<file path="src/rtl/rf_nr2w_pkg.sv">
// rf_nr2w_pkg: default geometry for the multi-port register file.
package rf_nr2w_pkg;
  localparam int DEF_WIDTH = 32;
  localparam int DEF_DEPTH = 32;
  localparam int DEF_NUM_RD = 2;
  localparam int DEF_ZERO_REG = 1;
endpackage

</file>
<file path="src/rtl/rf_nr2w_if.sv">
// rf_nr2w_if: read/write port bundle of the register file.
interface rf_nr2w_if #(
  parameter int WIDTH = 32,
  parameter int AW = 5,
  parameter int NUM_RD = 2
);
  logic [NUM_RD*AW-1:0] rd_addr;
  logic [NUM_RD*WIDTH-1:0] rd_data;
  logic wr_en0;
  logic [AW-1:0] wr_addr0;
  logic [WIDTH-1:0] wr_data0;
  logic wr_en1;
  logic [AW-1:0] wr_addr1;
  logic [WIDTH-1:0] wr_data1;
  logic wr_collide;
  modport master(output rd_addr, wr_en0, wr_addr0, wr_data0, wr_en1, wr_addr1, wr_data1,
                 input rd_data, wr_collide);
  modport slave(input rd_addr, wr_en0, wr_addr0, wr_data0, wr_en1, wr_addr1, wr_data1,
                output rd_data, wr_collide);
endinterface

</file>
<file path="src/rtl/rf_nr2w_rd_port.sv">
// rf_nr2w_rd_port: one combinational read mux; RF_BYPASS_EN adds write-first forwarding.
module rf_nr2w_rd_port #(
  parameter int WIDTH = 32,
  parameter int DEPTH = 32,
  parameter int ZERO_REG = 1,
  localparam int AW = $clog2(DEPTH)
) (
  input  logic rst,
  input  logic [AW-1:0] addr,
  input  logic [DEPTH-1:0][WIDTH-1:0] mem,
`ifdef RF_BYPASS_EN
  input  logic wr_en0,
  input  logic [AW-1:0] wr_addr0,
  input  logic [WIDTH-1:0] wr_data0,
  input  logic wr_en1,
  input  logic [AW-1:0] wr_addr1,
  input  logic [WIDTH-1:0] wr_data1,
`endif
  output logic [WIDTH-1:0] data
);
  logic [WIDTH-1:0] raw;
  always_comb begin
`ifdef RF_BYPASS_EN
    raw = (wr_en1 && wr_addr1 == addr) ? wr_data1 :
          (wr_en0 && wr_addr0 == addr) ? wr_data0 : mem[addr];
`else
    raw = mem[addr];
`endif
    data = (rst || (ZERO_REG != 0 && addr == '0)) ? '0 : raw;
  end
endmodule

</file>
<file path="src/rtl/rf_nr2w.sv">
// rf_nr2w: NUM_RD-read / 2-write register file with collision flag.
// Define RF_BYPASS_EN for write-first reads; otherwise reads return stored contents.
module rf_nr2w
  import rf_nr2w_pkg::*;
#(
  parameter int WIDTH = DEF_WIDTH,
  parameter int DEPTH = DEF_DEPTH,
  parameter int NUM_RD = DEF_NUM_RD,
  parameter int ZERO_REG = DEF_ZERO_REG
) (
  input logic clk,
  input logic rst,
  rf_nr2w_if.slave bus
);
  localparam int AW = $clog2(DEPTH);
  logic [DEPTH-1:0][WIDTH-1:0] mem;
  logic [NUM_RD*WIDTH-1:0] rd_data;
  logic we0, we1;
  always_comb begin
    we0 = bus.wr_en0 && !(ZERO_REG != 0 && bus.wr_addr0 == '0);
    we1 = bus.wr_en1 && !(ZERO_REG != 0 && bus.wr_addr1 == '0);
  end
  // port 1 is written last so it wins a same-address collision
  always_ff @(posedge clk or posedge rst) begin
    if (rst) begin
      mem <= '0;
      bus.wr_collide <= 1'b0;
    end else begin
      if (we0) mem[bus.wr_addr0] <= bus.wr_data0;
      if (we1) mem[bus.wr_addr1] <= bus.wr_data1;
      bus.wr_collide <= bus.wr_en0 && bus.wr_en1 && bus.wr_addr0 == bus.wr_addr1;
    end
  end
  for (genvar k = 0; k < NUM_RD; k++) begin : g_rd
    rf_nr2w_rd_port #(.WIDTH(WIDTH), .DEPTH(DEPTH), .ZERO_REG(ZERO_REG)) u_rd (
      .rst(rst),
      .addr(bus.rd_addr[k*AW +: AW]),
      .mem(mem),
`ifdef RF_BYPASS_EN
      .wr_en0(bus.wr_en0),
      .wr_addr0(bus.wr_addr0),
      .wr_data0(bus.wr_data0),
      .wr_en1(bus.wr_en1),
      .wr_addr1(bus.wr_addr1),
      .wr_data1(bus.wr_data1),
`endif
      .data(rd_data[k*WIDTH +: WIDTH])
    );
  end
  assign bus.rd_data = rd_data;
endmodule
</file>
<file path="src/flat_wrapper.sv">
// flat-port wrapper written by rule: the top's interface ports become plain ports
module rf_nr2w_flat import rf_nr2w_pkg::*;
#(
  parameter int WIDTH = DEF_WIDTH,
  parameter int DEPTH = DEF_DEPTH,
  parameter int NUM_RD = DEF_NUM_RD,
  parameter int ZERO_REG = DEF_ZERO_REG
)
  (clk, rst, bus_rd_addr, bus_wr_en0, bus_wr_addr0, bus_wr_data0, bus_wr_en1, bus_wr_addr1, bus_wr_data1, bus_rd_data, bus_wr_collide);
  rf_nr2w_if #(.WIDTH(WIDTH), .NUM_RD(NUM_RD)) bus_i ();
  input logic clk;
  input logic rst;
  input wire logic [$bits(bus_i.rd_addr)-1:0] bus_rd_addr;
  input wire logic [$bits(bus_i.wr_en0)-1:0] bus_wr_en0;
  input wire logic [$bits(bus_i.wr_addr0)-1:0] bus_wr_addr0;
  input wire logic [$bits(bus_i.wr_data0)-1:0] bus_wr_data0;
  input wire logic [$bits(bus_i.wr_en1)-1:0] bus_wr_en1;
  input wire logic [$bits(bus_i.wr_addr1)-1:0] bus_wr_addr1;
  input wire logic [$bits(bus_i.wr_data1)-1:0] bus_wr_data1;
  output wire logic [$bits(bus_i.rd_data)-1:0] bus_rd_data;
  output wire logic [$bits(bus_i.wr_collide)-1:0] bus_wr_collide;
  assign bus_i.rd_addr = bus_rd_addr;
  assign bus_i.wr_en0 = bus_wr_en0;
  assign bus_i.wr_addr0 = bus_wr_addr0;
  assign bus_i.wr_data0 = bus_wr_data0;
  assign bus_i.wr_en1 = bus_wr_en1;
  assign bus_i.wr_addr1 = bus_wr_addr1;
  assign bus_i.wr_data1 = bus_wr_data1;
  assign bus_rd_data = bus_i.rd_data;
  assign bus_wr_collide = bus_i.wr_collide;
  rf_nr2w #(.WIDTH(WIDTH), .DEPTH(DEPTH), .NUM_RD(NUM_RD), .ZERO_REG(ZERO_REG)) u_core (.clk(clk), .rst(rst), .bus(bus_i));
endmodule
</file>
<file path="config.mk">
export PLATFORM = sky130hd
export DESIGN_NAME = rf_nr2w_flat
export DESIGN_NICKNAME = d
export VERILOG_FILES = /design/src/rtl/rf_nr2w_pkg.sv /design/src/rtl/rf_nr2w_if.sv /design/src/rtl/rf_nr2w_rd_port.sv /design/src/rtl/rf_nr2w.sv /design/src/flat_wrapper.sv
export SDC_FILE = /design/constraint.sdc
export NUM_CORES = 2
export LEC_CHECK = 0
export ABC_AREA = 0
export BUFFER_PORTS_ARGS = -buffer_cell sky130_fd_sc_hd__buf_2
export CAP_MARGIN = 20
export CORE_MARGIN = 3
export CORE_UTILIZATION = 30
export DETAILED_ROUTE_END_ITERATION = 16
export PLACE_DENSITY = 0.49
export SLEW_MARGIN = 25
export SYNTH_ARGS = -nofsm -noshare
export SYNTH_HDL_FRONTEND = slang
export SYNTH_SLANG_ARGS = --single-unit
</file>
<file path="constraint.sdc">
create_clock -name clk -period 113.8 [get_ports clk]
set_input_delay 22.76 -clock clk [delete_from_list [all_inputs] [get_ports clk]]
set_output_delay 22.76 -clock clk [all_outputs]
set_load 0.005 [all_outputs]
</file>
# After elaboration in Yosys (flattened, before gate mapping)
# Index checks and enable logic that the tools add are counted.
[op_classes]
n_lt_le_gt_ge = 6
eq_ne = 1
mux = 14
reduce_logical = 14
[ops]
columns = ["operator", "count"]
rows = [
  ["$bwmux W1024", 2],
  ["$mux W1024", 2],
  ["$bmux W32 S5", 2],
  ["$demux W32 S5", 2],
  ["$mux W32", 6],
  ["$lt A5 B6 Y1 const B", 4],
  ["$logic_not A5 Y1", 4],
  ["$ge A5 B1 Y1 const B", 2],
  ["$logic_and A1 B1 Y1", 6],
  ["$eq A5 B5 Y1", 1],
  ["$logic_not A1 Y1", 2],
  ["$logic_or A1 B1 Y1", 2],
]
[word_totals]
reg_bits = 1025
in_bits = 88
out_inout_bits = 65
wordCells = 68

# Depth between registers and ports, before layout
[logic_depth]
ltp_word = 8
depth_mapped = 8
ltp_nobuf = 4

# Modules after synthesis
# From an unflattened synthesis, not the netlist that was laid out.
[unflattened]
cells_unflattened = 7826
hier_area_um2 = 68328.0
[modules_own_cells]
columns = ["module", "instances", "cells_each", "area_per_inst_um2", "seq_area_each_um2"]
rows = [
  ["rf_nr2w", 1, 6154, 51471.9, 25649.6],
  ["rf_nr2w_rd_port", 2, 836, 8428.1, 0.0],
]

# Worst setup path after synthesis
# No wires, ideal clock.
[synth_path]
path_type = "input -> output"
start = "in rst"
end = "out bus_rd_data[32]"
arrival_time_ps = 46357
required_time_ps = 91040
setup_slack_ps = 44683
path_stages = 7
path_buffers = 3
cell_sequence = "buf_2 > inv_1 > and3_1 > clkbuf_1 > clkbuf_1 > nand3_1 > nand4_1"
[synth_via]
elab_chain_cells = 2
[synth_lines]
columns = ["element", "line_no", "source"]
rows = [
  ["from (decl)", "flat_wrapper.sv:12", "input logic rst;"],
  ["$logic_or A1 B1 Y1", "rf_nr2w_rd_port.sv:29", "data = (rst || (ZERO_REG != 0 && addr == '0)) ? '0 : raw;"],
  ["$mux W32", "rf_nr2w_rd_port.sv:29", ""],
  ["to (decl)", "flat_wrapper.sv:20", "output wire logic [$bits(bus_i.rd_data)-1:0] bus_rd_data;"],
]
# Every way passes these cells.

# Worst setup path in the final report
[layout_path]
start = "in bus_rd_addr[6]"
end = "out bus_rd_data[36]"
[layout_via]
elab_chain_cells = 3
elab_cells_between_ends = 5
classes_between = "mux (3); reduce/logical (2)"
[layout_lines]
columns = ["element", "line_no", "source"]
rows = [
  ["from (decl)", "flat_wrapper.sv:13", "input wire logic [$bits(bus_i.rd_addr)-1:0] bus_rd_addr;"],
  ["$bmux W32 S5 or $logic_not A5 Y1 (tied branches)", "rf_nr2w_rd_port.sv:27, rf_nr2w_rd_port.sv:29", ""],
  ["$mux W32 (not written as such) or $logic_or A1 B1 Y1 (tied branches)", "rf_nr2w_rd_port.sv:27, rf_nr2w_rd_port.sv:29", ""],
  ["$mux W32 *", "rf_nr2w_rd_port.sv:29", ""],
]
# Every way passes the cells marked *; elsewhere a longest branch is shown, timed or not. The select of a mux whose other input is x is not followed.

==> out/qor.yml <==
finalSetupViolCount: 0
overflow: 0
hold_slack_ns: 0.399
ant_nets: 0
synth-edff-count: 0
crit_path_end_kind: "output port"
ys_seq_area_share_pct: 40.0
dieWidth_um: 468
drt_pass1_iterations: 8
synthTopCellsByArea: "dfrtp_1 40%, mux2i_1 23%, mux4_2 7.6%"
tightest_slew_ns: 1.15
yosysWarnings: 0
grt_usage_pct: 25.5
fin_tns_setup_ns: 0
synth_nets: 6565
drive_gt1_share_pct: 13.0
via_per_inst: 5.94
cts.repair.resized: 0
cts_buffers: 115
final_util_pct: 33.3
drc: 0
initial_core_util_pct: 30.2
fmax_ghz: 0.0197
dieArea_um2: 219000
powerDensity_nw_per_um2: 17.2
area_delta_synth_final_pct: 10.2
path_class: "in -> out"
r2r_end: "u_core.mem[637]$_DFF_PP0_"
status: "complete, no violations"
synth_top_area_share_pct: 40.0
syn-cell-area_um2: 64100
timing.slew.headroom_pct: 23.2
cts_hold_buf: 0
fin_crit_sh_pct: 44.5
start_kind: "primary input"
worstSetupEndpoint: "bus_rd_data[36]"
final_nets: 6193
ir_drop_mv: 0.0137
skew_ns: 0
antenna_found_initial: 31
drt-total-wl_um: 288000
clockBufferDepth: 3
arrival_ns: 27.90
synth_seq_cells: 1025
cts.reportedPaths.clkPinSlew_ns: 0.06
synth_flop_cell: "dfrtp_1"
yosys.area.top_type: "dfrtp_1"
startpoint: "bus_rd_addr[6]"
cts_tree: "built"
power_leakage_nw: 32.0
synthArstFlopShare_pct: 100
grt_max_degree: 171
rsz0062_at_grt: "false"
num_rows: 169
synthCells: 6477
cts_max_level: 3
period_needed_ns: 50.66
vias: 53680
hpwl_um: 161000
grt_pass1_vias: 50995
die_h_um: 468
grt_pass1_wl_um: 404000
hold_viol: 0
r2r-start: "u_core.mem[637]$_DFF_PP0_"
drt_iter0_drc: 7056
gp_congestion: 0.829
root_buffer: "clkbuf_16"
reg2reg_slack_ns: 112.89
required_ns: 91.04
cts_sinks: 1025
maxCapViolCount: 0
postCtsSetupBuffers: 0
core_area_um2: 212000
maxSlewViolCount: 0
wire_per_inst_um: 31.9
portBuffers: 152
insertion_delay_ns: 0.74
path_max_fanout: 51
pin_count: 153
r2r_cells: 2
worst_hold_path_type: "reg -> reg"
ys_types: 48
avgSynthCellArea_um2: 9.90
[synthesized netlist by cell type, types with 3 or more instances]
master / number
nor2b_1: 14
nand3_1: 152
nand4_1: 67
a21oi_1: 512
clkbuf_1: 436
nor2_1: 527
nand3_2: 3
mux4_2: 216
nor2_4: 13
nand3b_1: 5
nor2_2: 11
buf_6: 36
o21ai_1: 96
a32oi_1: 79
and3_1: 42
a22oi_1: 329
nor3b_2: 4
buf_12: 3
and2_1: 7
clkbuf_2: 9
or3b_1: 4
nor3_1: 3
mux2i_1: 1459
nor3b_1: 5
buf_1: 5
buf_2: 234
a31oi_1: 71
nand2_2: 7
dfrtp_1: 1025
xnor2_1: 5
buf_4: 56
o21ai_0: 384
nand2_1: 633
and3b_1: 5
[sequential cells by signal, summed over array words and instances (netlist names)]
| signal | count |
|---|---|
| u_core.bus.wr_collide | 1 |
| u_core.mem | 1024 |
[worst max-delay path, cell delays in order]
cell and delay (ns):
buf_8 0.33, buf_4 0.70, buf_4 0.81, buf_4 0.70, buf_4 0.81, mux4_2 0.61, a32oi_1 0.25, nand4_1 0.37
buf_2 0.26
[worst min-delay path by stage]
stage / start / to / slack, ns / depth (start not counted)
after floorplan: u_core.mem[0]$_DFF_PP0_ / u_core.mem[0]$_DFF_PP0_ / 0.44 / 1
after global placement: u_core.mem[18]$_DFF_PP0_ / u_core.mem[18]$_DFF_PP0_ / 0.38 / 0
after detailed placement: u_core.mem[21]$_DFF_PP0_ / u_core.mem[21]$_DFF_PP0_ / 0.38 / 0
after CTS: u_core.mem[21]$_DFF_PP0_ / u_core.mem[21]$_DFF_PP0_ / 0.40 / 0
after global routing: u_core.mem[7]$_DFF_PP0_ / u_core.mem[7]$_DFF_PP0_ / 0.41 / 0
final: u_core.mem[29]$_DFF_PP0_ / u_core.mem[29]$_DFF_PP0_ / 0.40 / 0
[power breakdown]
part | switching (mW) | internal, mW | leakage, nW | total [mW]
registers | 0.0780 | 0.459 | 12.6 | 0.537
logic | 0.142 | 0.135 | 17.5 | 0.277
clock network | 0.171 | 0.231 | 1.97 | 0.402
total | 0.391 | 0.825 | 32.0 | 1.22
[stage by stage]
step	instance area [um2]	total power [mW]	std cells	setup WS (ns)
2_1_floorplan	64100	0.729	6477	44.68
3_3_place_gp	66200	0.802	8792	63.30
3_5_place_dp	66500	0.814	8803	63.26
4_1_cts	70500	1.22	9015	63.26
5_1_grt	70600	1.27	9026	63.11
6_report	70700	1.22	9037	63.14
[logic make-up after synthesis]
group	Yosys count	synth area share, %
xor gates and xnor gates	5	0.0683
and+or+nand+nor	1519	10.3
buffers and inverters	780	5.86
DFF	1025	40.0
AOI/OAI and AO/OA	1473	13.4
muxes	1675	30.4
[area by class of cell]
| type | instances | area [um2] |
|---|---|---|
| repair buffers | 290 | 2200 |
| multi-input cells | 4672 | 35300 |
| diodes | 16 | 40.0 |
| fillers | 21394 | 142000 |
| inverters | 1 | 11.3 |
| well taps | 2821 | 3530 |
| flip-flops and latches | 1025 | 25600 |
| clock buffers | 182 | 3590 |
| clock inverters | 30 | 369 |
[routing by layer]
metal | up-vias | GRT usage, % | wire length [um]
met5 | - | 0 | 41
met2 | 2962 | 38.3 | 126000
met1 | 27317 | 36.1 | 124000
met3 | 576 | 5.36 | 26400
met4 | 6 | 9.50 | 11400
li1 | 22819 | - | -
[cell usage in the layout, fill, tap and decap left out, types with 18 or more instances in the layout]
cell / count
mux2i_1: 1459
dfrtp_1: 1025
nand2_1: 614
nor2_1: 518
a21oi_1: 512
o21ai_0: 384
a22oi_1: 329
mux4_2: 216
nand3_1: 150
buf_2: 146
clkbuf_16: 119
buf_4: 109
o21ai_1: 96
a32oi_1: 79
a31oi_1: 71
nand4_1: 67
and3_1: 41
clkbuf_8: 40
nor2_4: 29
clkbuf_1: 25
nand2_4: 18
clkinv_2: 18
Note: power is estimated with default switching activity, not from simulation.
